`src/rtl/uart_apb_master.sv`:
```
// UART-to-APB bridge master.
// Parses command frames from a byte stream, runs one APB transfer per frame,
// and returns a status byte (plus read data for reads) to the UART transmitter.
module uart_apb_master #(
   parameter int APB_TO  = 1023,
   parameter int BYTE_TO = 65535
) (
   input  logic        i_uart_clk,
   input  logic        i_uart_rst_n,
   input  logic [7:0]  i_rx_data,
   input  logic        i_rx_vld,
   output logic [7:0]  o_tx_data,
   output logic        o_tx_vld,
   input  logic        i_tx_rdy,
   output logic        o_uart_p_sel,
   output logic        o_uart_p_ce,
   output logic        o_uart_p_we,
   output logic [3:0]  o_uart_p_strb,
   output logic [15:0] o_uart_p_addr,
   output logic [31:0] o_uart_p_wdata,
   input  logic        i_uart_p_rdy,
   input  logic [31:0] i_uart_p_rdata,
   output logic        o_busy,
   output logic        o_rx_drop
);

   localparam int AW = (APB_TO  < 1) ? 1 : $clog2(APB_TO + 1);
   localparam int BW = (BYTE_TO < 1) ? 1 : $clog2(BYTE_TO + 1);
   localparam logic [AW-1:0] APB_LIMIT  = AW'(APB_TO);
   localparam logic [BW-1:0] BYTE_LIMIT = BW'(BYTE_TO);

   localparam logic [7:0] CMD_WR = 8'h01;
   localparam logic [7:0] CMD_RD = 8'h02;
   localparam logic [7:0] ST_OK  = 8'h00;
   localparam logic [7:0] ST_TO  = 8'hFF;

   typedef enum logic [2:0] {
      IDLE,
      RX_FRAME,
      SETUP,
      ACCESS,
      TX_RESP
   } state_t;

   state_t          state;
   logic [2:0]      byte_idx;
   logic            frame_wr;
   logic [15:0]     frame_addr;
   logic [3:0]      frame_strb;
   logic [31:0]     frame_wdata;
   logic [BW-1:0]   byte_cnt;
   logic [AW-1:0]   apb_cnt;
   logic [31:0]     resp_data;
   logic [2:0]      tx_left;
   logic            last_byte;

   // A read frame ends on its address low byte, a write frame on its last data byte.
   assign last_byte = frame_wr ? (byte_idx == 3'd7) : (byte_idx == 3'd2);
   assign o_busy    = (state != IDLE);

   // Frame parser, APB sequencer and response serializer in one registered FSM.
   always_ff @(posedge i_uart_clk or negedge i_uart_rst_n) begin
      if (!i_uart_rst_n) begin
         state          <= IDLE;
         byte_idx       <= 3'd0;
         frame_wr       <= 1'b0;
         frame_addr     <= 16'h0;
         frame_strb     <= 4'h0;
         frame_wdata    <= 32'h0;
         byte_cnt       <= '0;
         apb_cnt        <= '0;
         resp_data      <= 32'h0;
         tx_left        <= 3'd0;
         o_tx_data      <= 8'h0;
         o_tx_vld       <= 1'b0;
         o_uart_p_sel   <= 1'b0;
         o_uart_p_ce    <= 1'b0;
         o_uart_p_we    <= 1'b0;
         o_uart_p_strb  <= 4'h0;
         o_uart_p_addr  <= 16'h0;
         o_uart_p_wdata <= 32'h0;
         o_rx_drop      <= 1'b0;
      end else begin
         o_rx_drop <= 1'b0;
         case (state)
            IDLE: begin
               if (i_rx_vld) begin
                  if (i_rx_data == CMD_WR || i_rx_data == CMD_RD) begin
                     frame_wr    <= (i_rx_data == CMD_WR);
                     byte_idx    <= 3'd1;
                     byte_cnt    <= '0;
                     frame_strb  <= 4'h0;
                     frame_wdata <= 32'h0;
                     state       <= RX_FRAME;
                  end else begin
                     o_rx_drop <= 1'b1;
                  end
               end
            end

            RX_FRAME: begin
               if (i_rx_vld) begin
                  byte_cnt <= '0;
                  case (byte_idx)
                     3'd1:    frame_addr[15:8] <= i_rx_data;
                     3'd2:    frame_addr[7:0]  <= i_rx_data;
                     3'd3:    frame_strb       <= i_rx_data[3:0];
                     default: frame_wdata      <= {frame_wdata[23:0], i_rx_data};
                  endcase
                  if (last_byte) begin
                     // Load the bus from the byte arriving now so SETUP already sees the full frame.
                     byte_idx       <= 3'd0;
                     o_uart_p_sel   <= 1'b1;
                     o_uart_p_we    <= frame_wr;
                     o_uart_p_addr  <= frame_wr ? frame_addr : {frame_addr[15:8], i_rx_data};
                     o_uart_p_strb  <= frame_wr ? frame_strb : 4'h0;
                     o_uart_p_wdata <= frame_wr ? {frame_wdata[23:0], i_rx_data} : 32'h0;
                     state          <= SETUP;
                  end else begin
                     byte_idx <= byte_idx + 3'd1;
                  end
               end else if (byte_cnt == BYTE_LIMIT) begin
                  // Sender went quiet mid-frame: forget the partial frame silently.
                  byte_idx <= 3'd0;
                  state    <= IDLE;
               end else begin
                  byte_cnt <= byte_cnt + 1'b1;
               end
            end

            SETUP: begin
               if (i_rx_vld) o_rx_drop <= 1'b1;
               o_uart_p_ce <= 1'b1;
               apb_cnt     <= '0;
               state       <= ACCESS;
            end

            ACCESS: begin
               if (i_rx_vld) o_rx_drop <= 1'b1;
               if (i_uart_p_rdy || apb_cnt == APB_LIMIT) begin
                  // A ready slave wins over a timeout landing on the same cycle.
                  o_uart_p_sel <= 1'b0;
                  o_uart_p_ce  <= 1'b0;
                  o_uart_p_we  <= 1'b0;
                  o_tx_vld     <= 1'b1;
                  o_tx_data    <= i_uart_p_rdy ? ST_OK : ST_TO;
                  resp_data    <= (i_uart_p_rdy && !frame_wr) ? i_uart_p_rdata : 32'h0;
                  tx_left      <= frame_wr ? 3'd0 : 3'd4;
                  state        <= TX_RESP;
               end else begin
                  apb_cnt <= apb_cnt + 1'b1;
               end
            end

            TX_RESP: begin
               if (i_rx_vld) o_rx_drop <= 1'b1;
               if (i_tx_rdy) begin
                  if (tx_left == 3'd0) begin
                     o_tx_vld  <= 1'b0;
                     o_tx_data <= 8'h0;
                     state     <= IDLE;
                  end else begin
                     o_tx_data <= resp_data[31:24];
                     resp_data <= {resp_data[23:0], 8'h0};
                     tx_left   <= tx_left - 3'd1;
                  end
               end
            end

            default: state <= IDLE;
         endcase
      end
   end

endmodule

```
`config.mk`:
```
export PLATFORM = sky130hd
export DESIGN_NAME = uart_apb_master
export DESIGN_NICKNAME = d
export VERILOG_FILES = /design/src/rtl/uart_apb_master.sv
export SDC_FILE = /design/constraint.sdc
export NUM_CORES = 1
export LEC_CHECK = 0
export ABC_CLOCK_PERIOD_IN_PS = 3710
export BUFFER_PORTS_ARGS = -buffer_cell sky130_fd_sc_hd__buf_2
export CAP_MARGIN = 20
export CORE_ASPECT_RATIO = 0.6
export CORE_MARGIN = 2
export CORE_UTILIZATION = 23
export CTS_CLUSTER_SIZE = 28
export DETAILED_ROUTE_END_ITERATION = 12
export SYNTH_ARGS = -nofsm -noshare
export SYNTH_HDL_FRONTEND = slang
export SYNTH_SLANG_ARGS = --single-unit
```
`constraint.sdc`:
```
create_clock -name i_uart_clk -period 3.71 [get_ports i_uart_clk]
set_input_delay 0.1855 -clock i_uart_clk [delete_from_list [all_inputs] [get_ports i_uart_clk]]
set_output_delay 0.1855 -clock i_uart_clk [all_outputs]
set_load 0.02 [all_outputs]
```
======== Word level (Yosys, flattened, before mapping) ========
Cells that the tools add are included.
word-level totals
  register bits ........................... 177
  bits of input ports ..................... 45
  output and inout bits ................... 66
  word-level logic and storage cells ...... 142
cells by class
  $add $sub $neg .......................... 4
  equality and inequality tests ........... 26
  multiplexer cells ....................... 64
  reduce and logical (&&, ||, !) cells .... 28
operator list
  operator                                             count
  two-way mux 32 bit                                   5
  two-way mux 24 bit                                   4
  two-way mux 16 bit                                   4
  case mux 32 bit (2 select lines)                     1
  case mux 24 bit (2 select lines)                     1
  two-way mux 3 bit                                    14
  two-way mux 8 bit                                    5
  case mux 16 bit (2 select lines)                     1
  two-way mux 4 bit                                    5
  inequality test 2 bit, second input constant         10
  case mux 10 bit (2 select lines)                     1
  AND reduction 4 bit                                  5
  adder 16 x 1 -> 16 bit, second input constant        1
  equality test 16 bit, second input constant          1
  case mux 8 bit (2 select lines)                      1
  case mux 3 bit (5 select lines)                      1
  AND reduction 3 bit                                  5
  equality test 3 x 2 -> 1 bit, second input constant  4
  two-way mux 1 bit                                    12
  case mux 3 bit (2 select lines)                      2
  adder 10 x 1 -> 10 bit, second input constant        1
  equality test 10 bit, second input constant          1
  two-way mux 10 bit                                   1
  case mux 1 bit (2 select lines)                      5
  other kinds (19)                                     31

======== Logic depth before layout (Yosys ltp) ========
  depth in word-level cells ............... 5
  gate-level depth with buffers ........... 9
  gate-level depth less buffers ........... 8

======== Least setup slack after synthesis ========
No wires, ideal clock.
  path kind ............................... flip-flop to flip-flop
  start ................................... reg tx_left[0]
  end ..................................... reg resp_data[23]
  library setup time ...................... 0.130 ns
  arrival ................................. 1.850 ns
  required time ........................... 3.580 ns
  setup slack ............................. 1.730 ns
  stages on the path, launching flop included .. 10
  buffers on the path ..................... 2
  clock period less this slack ............ 1.980 ns
  cells stage by stage .................... dfrtp_1 -> inv_1 -> ha_1 -> ha_1 -> nor4b_4 -> nand2_1 -> o21ai_2 -> buf_4 -> buf_2 -> a31oi_1
on the way
  word-level cells in the longest chain between the ends .. 3
ends and longest elaborated chain
  element                                 line  source
  start: declaration                      54    logic [2:0] tx_left;
  start signal: assignment                148   tx_left <= frame_wr ? 3'd0 : 3'd4;
  start signal: assignment                165   tx_left <= tx_left - 3'd1;
  logical NOT 3 bit                       158   if (tx_left == 3'd0) begin
  inequality test 2 bit (no source line)  --
  AND reduction 4 bit (no source line)    --
  end signal: assignment                  147   resp_data <= (i_uart_p_rdy && !frame_wr) ? i_uart_p_rdata : 32'h0;
  end signal: assignment                  164   resp_data <= {resp_data[23:0], 8'h0};
  end: declaration                        53    logic [31:0] resp_data;
Every way passes these cells.
A chain may end at the register's enable or synchronous reset.

======== Worst setup path in the final report ========
  start ................................... reg tx_left[0]
  end ..................................... reg resp_data[13]
The elaborated chain is that of the path after synthesis.

==> summary.txt <==
Status -> complete, no violations
Max FO, Critical Path -> 39
Vias per inst -> 4.39
Cells after DPL -> 1,357
Residual DRC -> 0
Worst reg-to-reg path cell count -> 9
Net Switching -> 2.63 mW
Vias in the first global route -> 5,972
# IOs -> 111
Synthesized net count -> 883
Clock tree buffer depth -> 2
Die extent in x -> 244 um
Sw Ratio -> 0.376
CTS tree -> done
Worst vdd ir -> 0.000388 V
Synth Register Bits -> 177
Number of synthesized flops with an enable pin -> 0
Largest net degree at the start of global routing -> 80
Post-Route WL -> 21,100 um
Crit path from -> tx_left[0]
CP Capture Type -> register
Gpl congestion -> 0.783
Commonest cells in the netlist -> 177 x dfrtp_1, 152 x nand2_1, 86 x o21ai_0
Worst R2R Setup Slack -> 1.11 ns
Crit start category -> register
Final nets -> 984
Synth top area share -> 0.555
XOR/XNOR Fraction of Synth Area -> 0.00878
YS warnings -> 0
Pwr Density -> 719 mW/mm^2
Root buffer cell -> clkbuf_16
H-tree levels -> 4
Crit path to -> resp_data[13]
Core ar. -> 0.0340 mm^2
Static Leak -> 4.45 nW
Crit share post-route -> 0.701
Post-Layout Cell Count -> 1,403
Worst hold slack -> 0.0111 ns
Synth Area in Compound Gates -> 0.134
Comb power frac -> 0.298
Seq pwr share -> 0.438
Worst R2R Start -> tx_left[0]
Max_cap viols -> 0
Critical path class -> register to register
Most common cell in the netlist -> dfrtp_1
Fin area -> 0.00970 mm^2
Syn Inst Count -> 829
Post-synthesis mux area share -> 0.0466
Worst Skew -> 0.0102 ns
RSZ-0062 raised after global routing -> no
Clock sink count -> 177
Dpl cell area -> 0.00898 mm^2
IO Port Bufs -> 110
Die area -> 0.0363 mm^2
Hpwl dp -> 14,700 um
Synth Flop Type -> dfrtp_1
Grt ovf -> 0
Layout cells sized above 1 -> 0.199
Area leader, netlist -> dfrtp_1
Distinct cells, synth -> 61
Clock transition at path regs -> 0.08 ns
Synth area leaders -> dfrtp_1 56%, nand2_1 7.1%, o21ai_0 5.4%
CTS Buf Count -> 17
Routed Antenna Nets -> 0
Rows -> 52
Async SR Flop Fraction -> 1.00
First-pass GRT wire length -> 34,200 um
Final setup fails -> 0
Syn_area_per_cell -> 9.63 um^2
Adder-cell share of the synthesized area -> 0.0141
Die boundary height -> 148 um
Final worst path period need -> 2.60 ns
Setup_tns -> 0 ns
Insertion delay to the later sink of the worst-skew pair -> 0.44 ns
Fillers -> 3,651
Total iterations of the first detailed-routing run -> 4
CTS Hold Bufs -> 12
Initial core utilization -> 0.235
Slew Viols, Final -> 0
Synth Area in Simple Gates -> 0.188
Post-Syn Area -> 0.00798 mm^2
Avg WL per Cell -> 15.0 um
Via Count -> 6,166
Largest family of logic cells by synthesized area -> simple AND/OR/NAND/NOR gates
Arrival @ worst endpoint -> 2.96 ns
Fmax -> 0.385 GHz
Worst-Margin Slew -> 0.962 ns
Clock power frac -> 0.264
1st-iter DRT viols -> 421
Final Hold Fails -> 0
Register area share after synthesis -> 0.555
R2R Path End -> resp_data[13]
Post-CTS Resized -> 0
Worst path required time -> 4.07 ns
Gr usage total -> 0.120
Synth-to-layout area growth -> 21.6%
HP Class -> input pin to register
Relative slew slack -> 0.356
P_int -> 4.35 mW
Setup bufs post-CTS -> 0
Initial antenna violation count -> 2
==> power by group through the flow <==
| stage | combinational [mW] | sequential [mW] | clock, mW |
|---|---|---|---|
| after floorplan | 1.22 | 3.23 | 0 |
| after global placement | 2.05 | 3.07 | 0 |
| after detailed placement | 2.09 | 3.09 | 0 |
| after CTS | 2.11 | 3.06 | 1.89 |
| after global routing | 2.34 | 3.15 | 1.97 |
| final | 2.08 | 3.06 | 1.84 |
==> routing by layer <==
metal,track usage,wire length [um],vias up,share of wire
li1,-,-,3045,-
met1,0.176,10800,2984,0.51
met2,0.172,9150,119,0.43
met3,0.0298,880,18,0.042
met4,0.0332,198,0,0.0094
met5,0,0,-,0
==> kinds of logic after synthesis <==
group | Yosys count
AND/OR/NAND/NOR | 321
AO/OA/AOI/OAI | 177
flip-flops | 177
buffers and inverters | 102
multiplexers | 35
adder cells (fa/ha/maj) | 9
XOR/XNOR | 8
==> registers in the layout, summed over array words and instances (netlist names), 3 cells and up <==
signal	flops
apb_cnt	10
byte_cnt	16
byte_idx	3
frame_addr	16
frame_strb	4
frame_wdata	24
o_tx_data	8
o_uart_p_addr	16
o_uart_p_strb	4
o_uart_p_wdata	32
resp_data	32
state	3
tx_left	3
==> critical path: stages (launching register included) <==
cell,delay (ns)
dfrtp_1,0.36
inv_1,0.05
ha_1,0.19
ha_1,0.23
nor4b_4,0.43
nand2_1,0.24
o21ai_4,0.30
buf_4,0.45
nor2_1,0.09
a31oi_1,0.16
==> metrics by stage <==
stage	worst slack, ns	total power [mW]	util
after floorplan	1.73	4.45	-
after global placement	1.20	5.12	0.264
after detailed placement	1.09	5.19	0.264
after CTS	1.09	7.07	0.285
after global routing	0.836	7.46	0.286
final	1.11	6.98	0.286
==> worst min path at each step <==
| stage | startpoint | to | cells after the start |
|---|---|---|---|
| 2_1_floorplan | i_uart_rst_n | apb_cnt[0] | 0 |
| 3_3_place_gp | i_uart_rst_n | o_uart_p_wdata[31] | 1 |
| 3_5_place_dp | i_uart_rst_n | o_uart_p_wdata[31] | 1 |
| 4_1_cts | i_uart_p_rdata[17] | resp_data[17] | 3 |
| 5_1_grt | i_uart_p_rdata[14] | resp_data[14] | 3 |
| 6_report | i_uart_p_rdata[24] | resp_data[24] | 3 |
==> area by class of cell <==
class                           instances  area, um^2  area share
Clock buffer                           17         425      0.0438
Tap cell                              459         574      0.0592
Timing Repair Buffer                  132         777      0.0801
Multi-Input combinational cell        550        3130       0.323
Clock inverter                         15         168      0.0173
Sequential cell                       177        4430       0.457
Antenna cell                            1        2.50    0.000258
Inverter                               52         195      0.0201
==> placed cells by master, fill, tap and decap left out, drive strengths merged, types with 3 or more instances in the layout <==
cell type    Yosys  layout
and2             6       6
dfrtp          177     177
nor3b            4       4
o21ai           89      89
clkinv           0       5
or3              7       7
nand2          152     152
inv             52      60
a41oi            4       4
a21oi           24      24
and4             3       3
a31oi           28      28
buf             25     120
xor2             6       6
ha               9       9
mux2i           18      18
mux2            17      17
and3             5       5
nand3           67      67
nor3             6       6
or2              3       3
a21o             3       3
nand4            9       9
dlygate4sd3      0      12
a22o             9       9
nor2            49      49
clkbuf          25      17
No activity file was read; power rests on OpenSTA's default activity.
